==> src/rtl/int_source_pkg.sv <==
// Shared types and helpers for the programmable interrupt source.
// Holds the FSM state encoding, the default acknowledge address and the ack decode.
package int_source_pkg;

  typedef enum logic [1:0] {
    ST_IDLE   = 2'd0,
    ST_ARMED  = 2'd1,
    ST_ASSERT = 2'd2
  } state_e;

  localparam logic [31:0] DEFAULT_ACK_ADDR = 32'h0000_7F20;

  // A store acknowledges when any byte lane is enabled and the word address matches.
  function automatic logic isAck(input logic [31:0] addr, input logic [3:0] byteen,
                                 input logic [31:0] ackAddr);
    return (|byteen) && (addr[31:2] == ackAddr[31:2]);
  endfunction

endpackage

==> src/rtl/int_source_timer.sv <==
// Loadable down-counter that stops at zero.
// Shared between the trigger delay and the acknowledge timeout.
module int_source_timer #(
  parameter int CNT_W = 16
) (
  input  logic             clk,
  input  logic             reset_n,
  input  logic             load_i,
  input  logic [CNT_W-1:0] loadVal_i,
  input  logic             en_i,
  output logic             zero_o
);

  logic [CNT_W-1:0] count_q, count_d;

  // Load has priority over counting; the count holds once it reaches zero.
  always_comb begin
    count_d = count_q;
    if (load_i) begin
      count_d = loadVal_i;
    end else if (en_i && (count_q != '0)) begin
      count_d = count_q - CNT_W'(1);
    end
  end

  always_ff @(posedge clk or negedge reset_n) begin
    if (!reset_n) begin
      count_q <= '0;
    end else begin
      count_q <= count_d;
    end
  end

  assign zero_o = (count_q == '0);

endmodule

==> src/rtl/int_source_gen.sv <==
// Programmable interrupt source: fires after a cycle delay or on a PC match,
// holds the request until acknowledged or timed out, and can re-fire.
module int_source_gen
  import int_source_pkg::*;
#(
  parameter logic [31:0] ACK_ADDR = DEFAULT_ACK_ADDR,
  parameter int          CNT_W    = 16,
  parameter int          TIMEOUT  = 1024
) (
  input  logic             clk,
  input  logic             reset_n,
  input  logic             arm,
  input  logic             mode,
  input  logic [CNT_W-1:0] trig_delay,
  input  logic [31:0]      trig_pc,
  input  logic [7:0]       repeat_cnt,
  input  logic [31:0]      macroscopic_pc,
  input  logic [31:0]      m_int_addr,
  input  logic [3:0]       m_int_byteen,
  output logic             interrupt,
  output logic             busy,
  output logic [15:0]      fire_count,
  output logic             timeout_err
);

  localparam logic [CNT_W-1:0] TIMEOUT_LOAD = CNT_W'(TIMEOUT - 1);

  state_e           state_q, state_d;
  logic             mode_q, mode_d;
  logic [CNT_W-1:0] delay_q, delay_d;
  logic [31:0]      trigPc_q, trigPc_d;
  logic [7:0]       repLeft_q, repLeft_d;
  logic             pcBlock_q, pcBlock_d;
  logic             pcHit_q, pcHit_d;
  logic             interrupt_q, interrupt_d;
  logic [15:0]      fireCount_q, fireCount_d;
  logic             timeoutErr_q, timeoutErr_d;

  logic             tmrLoad, tmrEn, tmrZero;
  logic [CNT_W-1:0] tmrLoadVal;
  logic             ackSeen, pcEq;

  int_source_timer #(.CNT_W(CNT_W)) u_timer (
    .clk       (clk),
    .reset_n   (reset_n),
    .load_i    (tmrLoad),
    .loadVal_i (tmrLoadVal),
    .en_i      (tmrEn),
    .zero_o    (tmrZero)
  );

  assign ackSeen = isAck(m_int_addr, m_int_byteen, ACK_ADDR);
  assign pcEq    = (macroscopic_pc == trigPc_q);

  // In PC mode a qualified match is registered in pcHit_q first, so the
  // request rises one edge after the match is sampled.
  always_comb begin
    state_d      = state_q;
    mode_d       = mode_q;
    delay_d      = delay_q;
    trigPc_d     = trigPc_q;
    repLeft_d    = repLeft_q;
    pcBlock_d    = pcBlock_q;
    pcHit_d      = 1'b0;
    interrupt_d  = interrupt_q;
    fireCount_d  = fireCount_q;
    timeoutErr_d = timeoutErr_q;
    tmrLoad      = 1'b0;
    tmrLoadVal   = delay_q;
    tmrEn        = 1'b0;

    case (state_q)
      ST_IDLE: begin
        if (arm) begin
          state_d    = ST_ARMED;
          mode_d     = mode;
          delay_d    = trig_delay;
          trigPc_d   = trig_pc;
          repLeft_d  = repeat_cnt;
          pcBlock_d  = (macroscopic_pc == trig_pc);
          tmrLoad    = 1'b1;
          tmrLoadVal = trig_delay;
        end
      end

      ST_ARMED: begin
        if (!mode_q) begin
          if (tmrZero) begin
            state_d     = ST_ASSERT;
            interrupt_d = 1'b1;
            tmrLoad     = 1'b1;
            tmrLoadVal  = TIMEOUT_LOAD;
          end else begin
            tmrEn = 1'b1;
          end
        end else begin
          if (!pcEq) begin
            pcBlock_d = 1'b0;
          end
          pcHit_d = pcEq && !pcBlock_q;
          if (pcHit_q) begin
            state_d     = ST_ASSERT;
            interrupt_d = 1'b1;
            tmrLoad     = 1'b1;
            tmrLoadVal  = TIMEOUT_LOAD;
          end
        end
      end

      ST_ASSERT: begin
        // An ack in the same cycle as the timeout expiring still counts.
        if (ackSeen) begin
          interrupt_d = 1'b0;
          if (fireCount_q != 16'hFFFF) begin
            fireCount_d = fireCount_q + 16'd1;
          end
          if (repLeft_q != 8'd0) begin
            repLeft_d = repLeft_q - 8'd1;
            state_d   = ST_ARMED;
            if (!mode_q) begin
              tmrLoad    = 1'b1;
              tmrLoadVal = delay_q;
            end else begin
              pcBlock_d = 1'b1;
            end
          end else begin
            state_d = ST_IDLE;
          end
        end else if (tmrZero) begin
          interrupt_d  = 1'b0;
          timeoutErr_d = 1'b1;
          state_d      = ST_IDLE;
        end else begin
          tmrEn = 1'b1;
        end
      end

      default: begin
        state_d     = ST_IDLE;
        interrupt_d = 1'b0;
      end
    endcase
  end

  always_ff @(posedge clk or negedge reset_n) begin
    if (!reset_n) begin
      state_q      <= ST_IDLE;
      mode_q       <= 1'b0;
      delay_q      <= '0;
      trigPc_q     <= '0;
      repLeft_q    <= '0;
      pcBlock_q    <= 1'b0;
      pcHit_q      <= 1'b0;
      interrupt_q  <= 1'b0;
      fireCount_q  <= '0;
      timeoutErr_q <= 1'b0;
    end else begin
      state_q      <= state_d;
      mode_q       <= mode_d;
      delay_q      <= delay_d;
      trigPc_q     <= trigPc_d;
      repLeft_q    <= repLeft_d;
      pcBlock_q    <= pcBlock_d;
      pcHit_q      <= pcHit_d;
      interrupt_q  <= interrupt_d;
      fireCount_q  <= fireCount_d;
      timeoutErr_q <= timeoutErr_d;
    end
  end

  assign interrupt   = interrupt_q;
  assign busy        = (state_q != ST_IDLE);
  assign fire_count  = fireCount_q;
  assign timeout_err = timeoutErr_q;

endmodule

==> config.mk <==
export PLATFORM = sky130hd
export DESIGN_NAME = int_source_gen
export DESIGN_NICKNAME = d
export VERILOG_FILES = /design/src/rtl/int_source_pkg.sv /design/src/rtl/int_source_timer.sv /design/src/rtl/int_source_gen.sv
export SDC_FILE = /design/constraint.sdc
export NUM_CORES = 1
export LEC_CHECK = 0
export BUFFER_PORTS_ARGS = -buffer_cell sky130_fd_sc_hd__buf_2
export CORE_UTILIZATION = 48
export DETAILED_ROUTE_END_ITERATION = 12
export GPL_TIMING_DRIVEN = 0
export PLACE_DENSITY = 0.77
export SYNTH_ARGS = -nofsm -noshare
export SYNTH_HDL_FRONTEND = slang
export SYNTH_SLANG_ARGS = --single-unit
==> constraint.sdc <==
create_clock -name clk -period 2.4 [get_ports clk]
set_input_delay 0.6 -clock clk [delete_from_list [all_inputs] [get_ports clk]]
set_output_delay 0.6 -clock clk [all_outputs]
set_load 0.01 [all_outputs]
==> impl_metrics.yaml <==
setup_path:
  standard_cell_with_the_maximum_stage_delay_on_the_critical_path: "sky130_fd_sc_hd__or4b_4"
  rr_startpoint: "repLeft_q[0]$_DFFE_PN0P_"
  crit_path_cell_trace: "inv_2, ha_4, or4b_4, nor4_4, nor4_4, nand3b_1, a31oi_4, buf_12, clkbuf_16, mux2i_1"
  critPathMaxFanout: 8
  timing.critical_path.max_delay_family: "simple AND/OR/NAND/NOR gates"
  cpPeakStageDelay_ns: 0.49
  path_common_cell: "sky130_fd_sc_hd__nor4_4"
  timing.critical_path.buf_inv: 3
  critical_path_required_ns: 2.60
  worst_setup_path_startpoint: "repLeft_q[0]$_DFFE_PN0P_"
  crit_path_start_kind: "flip-flop"
  setup_crit_path_kind: "reg -> reg"
  element_type_at_the_critical_path_end: "flip-flop"
  worst_ep_arrival_time_ns: 2.63
drt:
  drt-vias-per-instance: 5.66
  drtAntennaViolNets: 0
  routed_wirelength_mm: 15.8
  wl_per_cell_um: 16.8
  drcViolationCount: 0
  drtIter0Drc: 334
  vias_post_dr: 5336
  dr.pass1.iters: 5
pwr:
  total_leakage_power_nw: 3.51
  comb_power_share_pct: 39.7
  clock_power_share_pct: 24.1
  internal_power_mw: 4.77
  irDropWorstVdd_mv: 0.518
  power.density_cell_area_nw_per_um2: 1060
  p_seq_share_pct: 36.2
  switching_share_pct: 37.9
  total_net_switching_power_mw: 2.91
placement:
  place.detailed.hpwl_mm: 11.5
  placed_cells: 914
  buffer_ports.inserted: 143
  place_congestion: 0.868
timing:
  layout_worst_path_cycle_share_pct: 101
  max_clock_skew_ns: 0.00787
  period_needed_ns: 2.43
  final_critical_path_setup_slack_ns: -0.0251
  final-hold-violation-count: 0
  timing.final.max_slew_violations: 0
  timing.slew.headroom_pct: 59.5
  setup_violations: 1
  fmax_ghz: 0.412
  rsz0062_at_grt: "true"
  worst_hold_margin_ns: 0.190
  timing_worst_slew_pin_value_ns: 0.600
synthesis:
  synth_top_cells_by_area: "sky130_fd_sc_hd__dfrtp_1, sky130_fd_sc_hd__nand2_1, sky130_fd_sc_hd__xor2_1, sky130_fd_sc_hd__xnor2_1, sky130_fd_sc_hd__mux2i_1"
  synth_seq_area_share_pct: 42.4
  yosys.area_share.simple_pct: 27.8
  synth_ff_type: "sky130_fd_sc_hd__dfrtp_1"
  cell_area_after_synthesis_um2: 5600
  ys.warnings.count: 0
  synth-async-reset-ratio_pct: 100
  synth_adder_area_share_pct: 1.79
  post_synth_num_cell_types: 59
  combinational_family_with_the_most_area_after_synthesis: "simple AND/OR/NAND/NOR gates"
  ys_seq_elements: 95
  syn-num-nets: 763
  area_fraction_in_compound_gates_after_synthesis_pct: 6.70
  syn-instance-count: 627
  synth_enable_flop_cells: 0
  post_synth_xor_area_fraction_pct: 14.5
  synth.mux.area_fraction_pct: 4.62
  yosys.area.top_type: "sky130_fd_sc_hd__dfrtp_1"
  synth.avg_cell_area_um2: 8.94
  yosysTopAreaCellShare_pct: 42.4
global_routing:
  global_route_wire_length_before_repair_mm: 24.1
  antenna_found_initial: 0
  via_count_of_the_first_global_routing_pass: 5089
  grt_start_max_net_pins: 67
  grt_util_all_layers_pct: 26.2
  grt_remaining_overflow: 0
floorplan:
  fp.coreArea_um2: 11400
  starting_density_of_the_core_pct: 49.1
  design.portCount: 147
  die_h_um: 110
  die_area_um2: 12100
  rows: 39
  die_w_um: 110
hold_path:
  hold_class: "in -> async"
cts:
  cts_tree: "built"
  ctsRootBufferMaster: "sky130_fd_sc_hd__clkbuf_16"
  cts-htree-levels: 3
  clk_pin_slew_ns: 0.06
  holdBufCountCts: 0
  cts_max_path_bufs: 2
  clock_latency_ns: 0.35
  tritoncts_num_sinks: 95
  cts_inserted_buffers: 9
flow_run:
  number_of_maximum_capacitance_constraint_violations: 0
layout:
  number_of_filler_instances_in_the_final_layout: 927
  final_common_cell: "sky130_fd_sc_hd__nand2_1"
  layoutNonFillerInstCount: 942
  flow.area_growth_from_synthesis_pct: 29.0
  fraction_of_final_layout_cells_with_drive_strength_greater_than_1_pct: 27.0
  layout_common_cells: "sky130_fd_sc_hd__nand2_1, sky130_fd_sc_hd__buf_2, sky130_fd_sc_hd__dfrtp_1"
  fin_nets: 931
  antennaDiodeCount: 0
outcome:
  violated_checks: "negative setup slack"
  status: "complete, but fails checks"
[kinds of logic (layout without fill, tap and decap cells)]
logic type	count (synthesis)	in the layout
AO/OA/AOI/OAI	55	55
XOR/XNOR	93	93
adder cells (fa/ha/maj)	8	8
buffers and inverters	30	202
flip-flops	95	95
multiplexers	25	25
AND/OR/NAND/NOR	321	321
[sequential cells by signal, indices dropped and copies added (netlist names)]
signal,cells
repLeft_q,8
pcBlock_q,1
pcHit_q,1
delay_q,16
interrupt,1
fire_count,16
mode_q,1
u_timer.count_q,16
state_q,2
trigPc_q,32
timeout_err,1
[synth_stat cells, types with 4 or more instances]
cell type                  number
sky130_fd_sc_hd__nand4_1       15
sky130_fd_sc_hd__nor3_1        16
sky130_fd_sc_hd__nand3_1       21
sky130_fd_sc_hd__xor2_1        65
sky130_fd_sc_hd__ha_1           8
sky130_fd_sc_hd__a21oi_1       11
sky130_fd_sc_hd__dfrtp_1       95
sky130_fd_sc_hd__xnor2_1       28
sky130_fd_sc_hd__or3_1          6
sky130_fd_sc_hd__clkbuf_1      20
sky130_fd_sc_hd__nor3b_1        4
sky130_fd_sc_hd__nor4b_1        4
sky130_fd_sc_hd__inv_1          9
sky130_fd_sc_hd__o21ai_0       16
sky130_fd_sc_hd__nor2_1        21
sky130_fd_sc_hd__nand2b_1       4
sky130_fd_sc_hd__mux2i_1       18
sky130_fd_sc_hd__and4_1         4
sky130_fd_sc_hd__mux2_2         6
sky130_fd_sc_hd__nor4_1        28
sky130_fd_sc_hd__nand2_1      175
[metal layers]
layer  up-vias  GRT usage, %  part of all wire (%)
met5         -             0                     0
met1      2569          33.2                    41
met4         0          8.29                   1.4
met3        18          4.00                   6.5
met2       233          45.9                    51
li1       2516             -                     -
[layout make-up]
| class | count | area, um^2 | area share [%] |
|---|---|---|---|
| multi-input combinational | 502 | 3240 | 44.8 |
| clock buffer | 9 | 225 | 3.12 |
| inverter | 9 | 33.8 | 0.467 |
| clock inverter | 6 | 158 | 2.18 |
| tap | 143 | 179 | 2.48 |
| sequential | 95 | 2380 | 32.9 |
| buffer | 19 | 95.1 | 1.32 |
| timing repair buffer | 159 | 920 | 12.7 |
[power by group through the flow]
stage          logic, mW  clock network, mW  registers (mW)
6_report            3.05               1.85            2.78
5_1_grt             3.38               1.94            2.84
4_1_cts             2.77               1.88            2.75
3_5_place_dp        2.72                  0            2.74
3_3_place_gp        2.60                  0            2.70
2_1_floorplan       1.98                  0            2.62
[what timing repair did]
item / CTS / global route
setup endpoints to repair: 68 / 22
setup buffers: 2 / 12
cloned: 0 / 1
pin swaps: 3 / 7
gates resized for setup: 18 / 23
[path summary, 6_finish.rpt]
check	end	slack, ns	depth (start not counted)
min in group clk	mode_q$_DFFE_PN0P_	0.44	3
max in group asynchronous	trigPc_q[28]$_DFFE_PN0P_	1.54	2
worst max register to register	u_timer.count_q[7]$_DFFE_PN0P_	-0.03	10
worst min-delay path	repLeft_q[4]$_DFFE_PN0P_	0.19	1
worst min register to register	pcHit_q$_DFF_PN0_	0.45	1
worst max-delay path	u_timer.count_q[7]$_DFFE_PN0P_	-0.03	10
[metrics by stage]
stage | area, um^2 | TNS (ns) | power (mW) | util [%] | setup slack (ns)
2_1_floorplan | 5600 | -0.0664 | 4.60 | - | -0.0664
3_3_place_gp | 6500 | -46.81 | 5.30 | 56.9 | -0.407
3_5_place_dp | 6530 | -27.74 | 5.46 | 57.2 | -0.430
4_1_cts | 6980 | 0 | 7.39 | 61.2 | 0.0113
5_1_grt | 7230 | -1.19 | 8.17 | 63.3 | -0.133
6_report | 7230 | -0.0251 | 7.68 | 63.3 | -0.0251
Power figures use the tool's default switching activity.
